==> config.mk <==
export PLATFORM = sky130hd
export DESIGN_NAME = srl_bus_flat
export DESIGN_NICKNAME = d
export VERILOG_FILES = /design/src/rtl/srl_bus_if.sv /design/src/rtl/srl_bus.sv /design/src/flat_wrapper.sv
export SDC_FILE = /design/constraint.sdc
export NUM_CORES = 1
export LEC_CHECK = 0
export ABC_AREA = 0
export CAP_MARGIN = 20
export CORE_MARGIN = 10
export CORE_UTILIZATION = 50
export DETAILED_ROUTE_END_ITERATION = 12
export MAX_ROUTING_LAYER = met4
export PLACE_DENSITY = 0.68
export SYNTH_ARGS = -nofsm -noshare
export SYNTH_HDL_FRONTEND = slang
export SYNTH_SLANG_ARGS = --single-unit
==> constraint.sdc <==
create_clock -name clk -period 5.8 [get_ports clk]
set_input_delay 1.74 -clock clk [delete_from_list [all_inputs] [get_ports clk]]
set_output_delay 1.74 -clock clk [all_outputs]
set_load 0.02 [all_outputs]
==> src/rtl/srl_bus_if.sv <==
// Bus bundle for the srl_bus delay line: enable, delay select, input and delayed output.
// The master drives stimulus; the slave (the delay line) produces the tapped output.
interface srl_bus_if #(
  parameter int unsigned WIDTH     = 8,
  parameter int unsigned MAX_DEPTH = 16
);
  localparam int unsigned DLY_W = $clog2(MAX_DEPTH + 1);

  logic             ce;
  logic [DLY_W-1:0] delay;
  logic [WIDTH-1:0] in_data;
  logic             in_vld;
  logic [WIDTH-1:0] out_data;
  logic             out_vld;
  logic             primed;

  modport master (
    output ce, delay, in_data, in_vld,
    input  out_data, out_vld, primed
  );

  modport slave (
    input  ce, delay, in_data, in_vld,
    output out_data, out_vld, primed
  );
endinterface

==> src/rtl/srl_bus.sv <==
// Run-time selectable delay line for a data bus plus valid, advancing on clock enable.
// A saturating fill counter flags when the selected tap holds post-reset history.
module srl_bus #(
  parameter int unsigned WIDTH     = 8,
  parameter int unsigned MAX_DEPTH = 16,
  parameter bit          RST_DATA  = 1'b0
) (
  input  logic     clk,
  input  logic     rst,
  srl_bus_if.slave bus
);
  localparam int unsigned     DLY_W  = $clog2(MAX_DEPTH + 1);
  localparam logic [DLY_W-1:0] MaxDly = DLY_W'(MAX_DEPTH);

  logic [WIDTH-1:0]     data_q [MAX_DEPTH];
  logic [WIDTH-1:0]     data_d [MAX_DEPTH];
  logic [MAX_DEPTH-1:0] vld_q, vld_d;
  logic [DLY_W-1:0]     fc_q, fc_d;
  logic [DLY_W-1:0]     dly_eff;

  always_comb begin
    data_d = data_q;
    vld_d  = vld_q;
    fc_d   = fc_q;
    if (bus.ce) begin
      data_d[0] = bus.in_data;
      for (int i = 1; i < MAX_DEPTH; i++) begin
        data_d[i] = data_q[i-1];
      end
      vld_d = {vld_q[MAX_DEPTH-2:0], bus.in_vld};
      if (fc_q != MaxDly) begin
        fc_d = fc_q + 1'b1;
      end
    end
  end

  always_ff @(posedge clk) begin
    if (rst) begin
      vld_q <= '0;
      fc_q  <= '0;
    end else begin
      vld_q <= vld_d;
      fc_q  <= fc_d;
    end
  end

  // Leaving data out of reset lets the data stages map onto shift-register primitives.
  if (RST_DATA) begin : g_rst_data
    always_ff @(posedge clk) begin
      if (rst) begin
        for (int i = 0; i < MAX_DEPTH; i++) begin
          data_q[i] <= '0;
        end
      end else begin
        data_q <= data_d;
      end
    end
  end else begin : g_no_rst_data
    always_ff @(posedge clk) begin
      data_q <= data_d;
    end
  end

  // Delay 0 is a combinational bypass; larger selects saturate at the last stage.
  always_comb begin
    dly_eff      = (bus.delay > MaxDly) ? MaxDly : bus.delay;
    bus.out_data = bus.in_data;
    bus.out_vld  = bus.in_vld;
    for (int i = 0; i < MAX_DEPTH; i++) begin
      if (dly_eff == DLY_W'(i + 1)) begin
        bus.out_data = data_q[i];
        bus.out_vld  = vld_q[i];
      end
    end
    bus.primed = (fc_q >= dly_eff);
  end
endmodule
==> src/flat_wrapper.sv <==
// flat-port wrapper written by rule: the top's interface ports become plain ports
module srl_bus_flat 
#(
  parameter int unsigned WIDTH     = 8,
  parameter int unsigned MAX_DEPTH = 16,
  parameter bit          RST_DATA  = 1'b0
)
  (clk, rst, bus_ce, bus_delay, bus_in_data, bus_in_vld, bus_out_data, bus_out_vld, bus_primed);
  srl_bus_if #(.WIDTH(WIDTH), .MAX_DEPTH(MAX_DEPTH)) bus_i ();
  input  logic clk;
  input  logic rst;
  input wire logic [$bits(bus_i.ce)-1:0] bus_ce;
  input wire logic [$bits(bus_i.delay)-1:0] bus_delay;
  input wire logic [$bits(bus_i.in_data)-1:0] bus_in_data;
  input wire logic [$bits(bus_i.in_vld)-1:0] bus_in_vld;
  output wire logic [$bits(bus_i.out_data)-1:0] bus_out_data;
  output wire logic [$bits(bus_i.out_vld)-1:0] bus_out_vld;
  output wire logic [$bits(bus_i.primed)-1:0] bus_primed;
  assign bus_i.ce = bus_ce;
  assign bus_i.delay = bus_delay;
  assign bus_i.in_data = bus_in_data;
  assign bus_i.in_vld = bus_in_vld;
  assign bus_out_data = bus_i.out_data;
  assign bus_out_vld = bus_i.out_vld;
  assign bus_primed = bus_i.primed;
  srl_bus #(.WIDTH(WIDTH), .MAX_DEPTH(MAX_DEPTH), .RST_DATA(RST_DATA)) u_core (.clk(clk), .rst(rst), .bus(bus_i));
endmodule
==> reports/metrics.cfg <==
[run_status]
outcome=completed

[cts]
clockRootBuffer=clkbuf_16
ctsLongestPathBuffers=2
path_clk_slew_ns=0.06
cts_tree=yes
cts_max_level=4
clock-sinks=149
numCtsBuffers=17
clk_latency_ns=0.43

[routing]
drt_wl_total_um=17400
ant_nets=0
drt_iter0_markers=540
top_layer_used=met4
wl_met1_um=7970
wire_per_inst_um=21.1
wl_met3_um=958
drc_errors=0
num_vias=4933
via_per_inst=5.98
first_pass_iters=5
met2_length_um=8260

[synthesis]
ys_warn_count=0
ys.flop_type=edfxtp_1
synth_area_sq_um=6760
synth.area.mux_share_pct=3.50
synth_most_common_cell=edfxtp_1
synth_fa_ha_area_share_pct=1.30
synth_cells=548
syn_nets=572
synth-seq-area-share_pct=63.1
synth-xor-area-share_pct=0.648
synth_simple_gate_area_share_pct=12.6
ys_top_cells_by_count=128 x edfxtp_1, 55 x nor2_1, 33 x a21oi_1
synth-seq-cells=149
synth_top_family_by_area=compound AO/OA/AOI/OAI gates
synth_compound_area_share_pct=15.0
synth_area_leaders=edfxtp_1 57%, dfxtp_1 6.2%, nor2_1 3.1%, mux2i_1 2.7%, a21oi_1 2.4%
async_flop_share_pct=0
synth_top_area_cell=edfxtp_1
synth_edf_count=128
synth_top_area_share_pct=56.8
synth_cell_types=68
synth_area_per_cell_sq_um=12.3

[setup_path]
crit_chain=clkdlybuf4s50_1 > buf_4 > buf_4 > nand3b_1 > buf_4 > nor2_1 > a221o_1 > a211oi_2 > buf_4 > o31ai_2 > clkdlybuf4s15_2
cp_slowest_cell=clkdlybuf4s50_1
reg2reg_to=u_core.fc_q[1]
cp_top_family=buffers and inverters
arrival_ns=3.97
critPathBufInv=6
reg2reg_from=u_core.fc_q[0]
cp-end-kind=output port
crit_top_cell=buf_4
critPathKind=input pin to output port
rr_worst_depth=6
setup.worst_path.start_class=input pin
cp_max_fo=7
cp_slowest_stage_delay_ns=0.45
cp.required_ns=4.06
r2r_setup_slack_ns=4.31

[timing]
setup_viol=0
slew_headroom_pct=32.6
period_share_pct=98.5
fmaxAchievable_mhz=175
tightestPinTransition_ns=1.01
rsz0062_at_grt=true
period_minus_slack_ns=5.71
hold_ws_ns=0.449
slew_violations=0
hold_violations=0
clock_skew_ns=0.00433

[global_routing]
grtUsageTotal_pct=19.9
grt_pass1_vias=5045
grt_max_degree=110
antenna_found_initial=0
grt_pass1_wl_um=27700
grt_overflow_total=0

[place]
gp_congestion=0.926
io_buffer_count=26
hpwl_um=11800

[hold_path]
hold_class=flop to flop
min_path_cells=0
hold_start=u_core.data_q[33]
hold_end=u_core.data_q[25]

[finish]
diodes=0
fillCellCount=1075
fin_nets=660
synthToLayoutAreaGrowth_pct=23.3
regArea_sq_um=4260
layout-drive-gt1-share_pct=22.2
multiInputGateArea_sq_um=2320

[floorplanning]
core_area_sq_um=13200
die_area_sq_um=18600
ios=27
die_h_um=136
die_w_um=136
start_util_pct=51.1
rows=42

[power]
seq_power_share_pct=47.1
p_per_area_nw_per_um2=321
pwr-share-clk_pct=43.5
switching_power_mw=0.596
ir_drop_mv=0.327
p_int_mw=2.08
finalPower_mw=2.68
pwr-share-comb_pct=9.5
switching_share_pct=22.2
p_leak_nw=3.04

[run]
maxCapViolCount=0

worst max path at each step:
stage	from	endpoint	slack, ns	depth (start not counted)
6_report	bus_delay[4]	bus_out_data[5]	0.09	11
5_1_grt	bus_delay[4]	bus_out_data[5]	-0.02	11
4_1_cts	bus_delay[4]	bus_out_data[3]	-0.009	11
3_5_place_dp	bus_delay[4]	bus_out_data[0]	-0.34	9
3_3_place_gp	bus_delay[4]	bus_out_data[2]	-0.31	9
2_1_floorplan	bus_delay[4]	bus_primed	0.52	11
flip-flops by register name, indices dropped and copies added (netlist names):
| name | count |
|---|---|
| u_core.fc_q | 5 |
| u_core.data_q | 128 |
| u_core.vld_q | 16 |
through the flow:
| step | util (%) | setup WS (ns) | setup TNS [ns] | instance area [sq um] | instances |
|---|---|---|---|---|---|
| after floorplan | - | 0.518 | 0 | 6760 | 548 |
| after global placement | 57.9 | -0.312 | -2.44 | 7660 | 792 |
| after detailed placement | 57.9 | -0.342 | -2.73 | 7660 | 792 |
| after CTS | 63.1 | -0.00929 | -0.00929 | 8360 | 825 |
| after global routing | 63.0 | -0.0227 | -0.0227 | 8340 | 825 |
| final | 63.0 | 0.0881 | 0 | 8340 | 825 |
power by group through the flow:
stage / registers (mW) / clock network (mW) / logic [mW]
2_1_floorplan: 1.27 / 0 / 0.130
3_3_place_gp: 1.28 / 0 / 0.249
3_5_place_dp: 1.28 / 0 / 0.252
4_1_cts: 1.26 / 1.18 / 0.254
5_1_grt: 1.27 / 1.23 / 0.275
6_report: 1.26 / 1.16 / 0.254
metal layers:
layer | vias to the layer above | global-route usage [%]
met2 | 167 | 30.0
li1 | 2299 | -
met5 | - | -
met4 | 0 | 6.63
met3 | 26 | 4.54
met1 | 2441 | 26.1
placed cells by master, fill, tap and decap left out, types with 11 or more instances in the layout:
cell | synthesis | routed
nand2_1 | 21 | 21
o21ai_0 | 25 | 23
clkdlybuf4s50_1 | 0 | 11
buf_4 | 9 | 77
clkbuf_16 | 0 | 17
dfxtp_1 | 21 | 21
nor3_1 | 28 | 27
edfxtp_1 | 128 | 128
inv_1 | 13 | 13
a21oi_1 | 33 | 33
mux2i_1 | 18 | 18
nor2_1 | 55 | 55
nand2b_1 | 11 | 11
cell families (layout without fill, tap and decap cells):
logic type | count (synthesis) | in the layout
and+or+nand+nor | 167 | 167
DFF | 149 | 149
AOI/OAI and AO/OA | 145 | 145
buffers and inverters | 52 | 153
muxes | 23 | 23
adders and majority gates | 7 | 7
xor gates and xnor gates | 5 | 5
repair_timing:
action                     4_1_cts  5_1_grt
buffers inserted                 1        0
resized for setup               30       17
setup endpoints to repair       10        9
hold buffers                     0        0
pin swaps                        4        2
cell type report:
| cell class | count | share of cell area, % |
|---|---|---|
| sequential | 149 | 51.1 |
| multi-input combinational | 347 | 27.9 |
| timing repair buffer | 106 | 10.2 |
| clock buffer | 22 | 5.69 |
| tap | 176 | 2.64 |
| clock inverter | 10 | 1.82 |
| inverter | 15 | 0.690 |
Power figures use the tool's default switching activity.
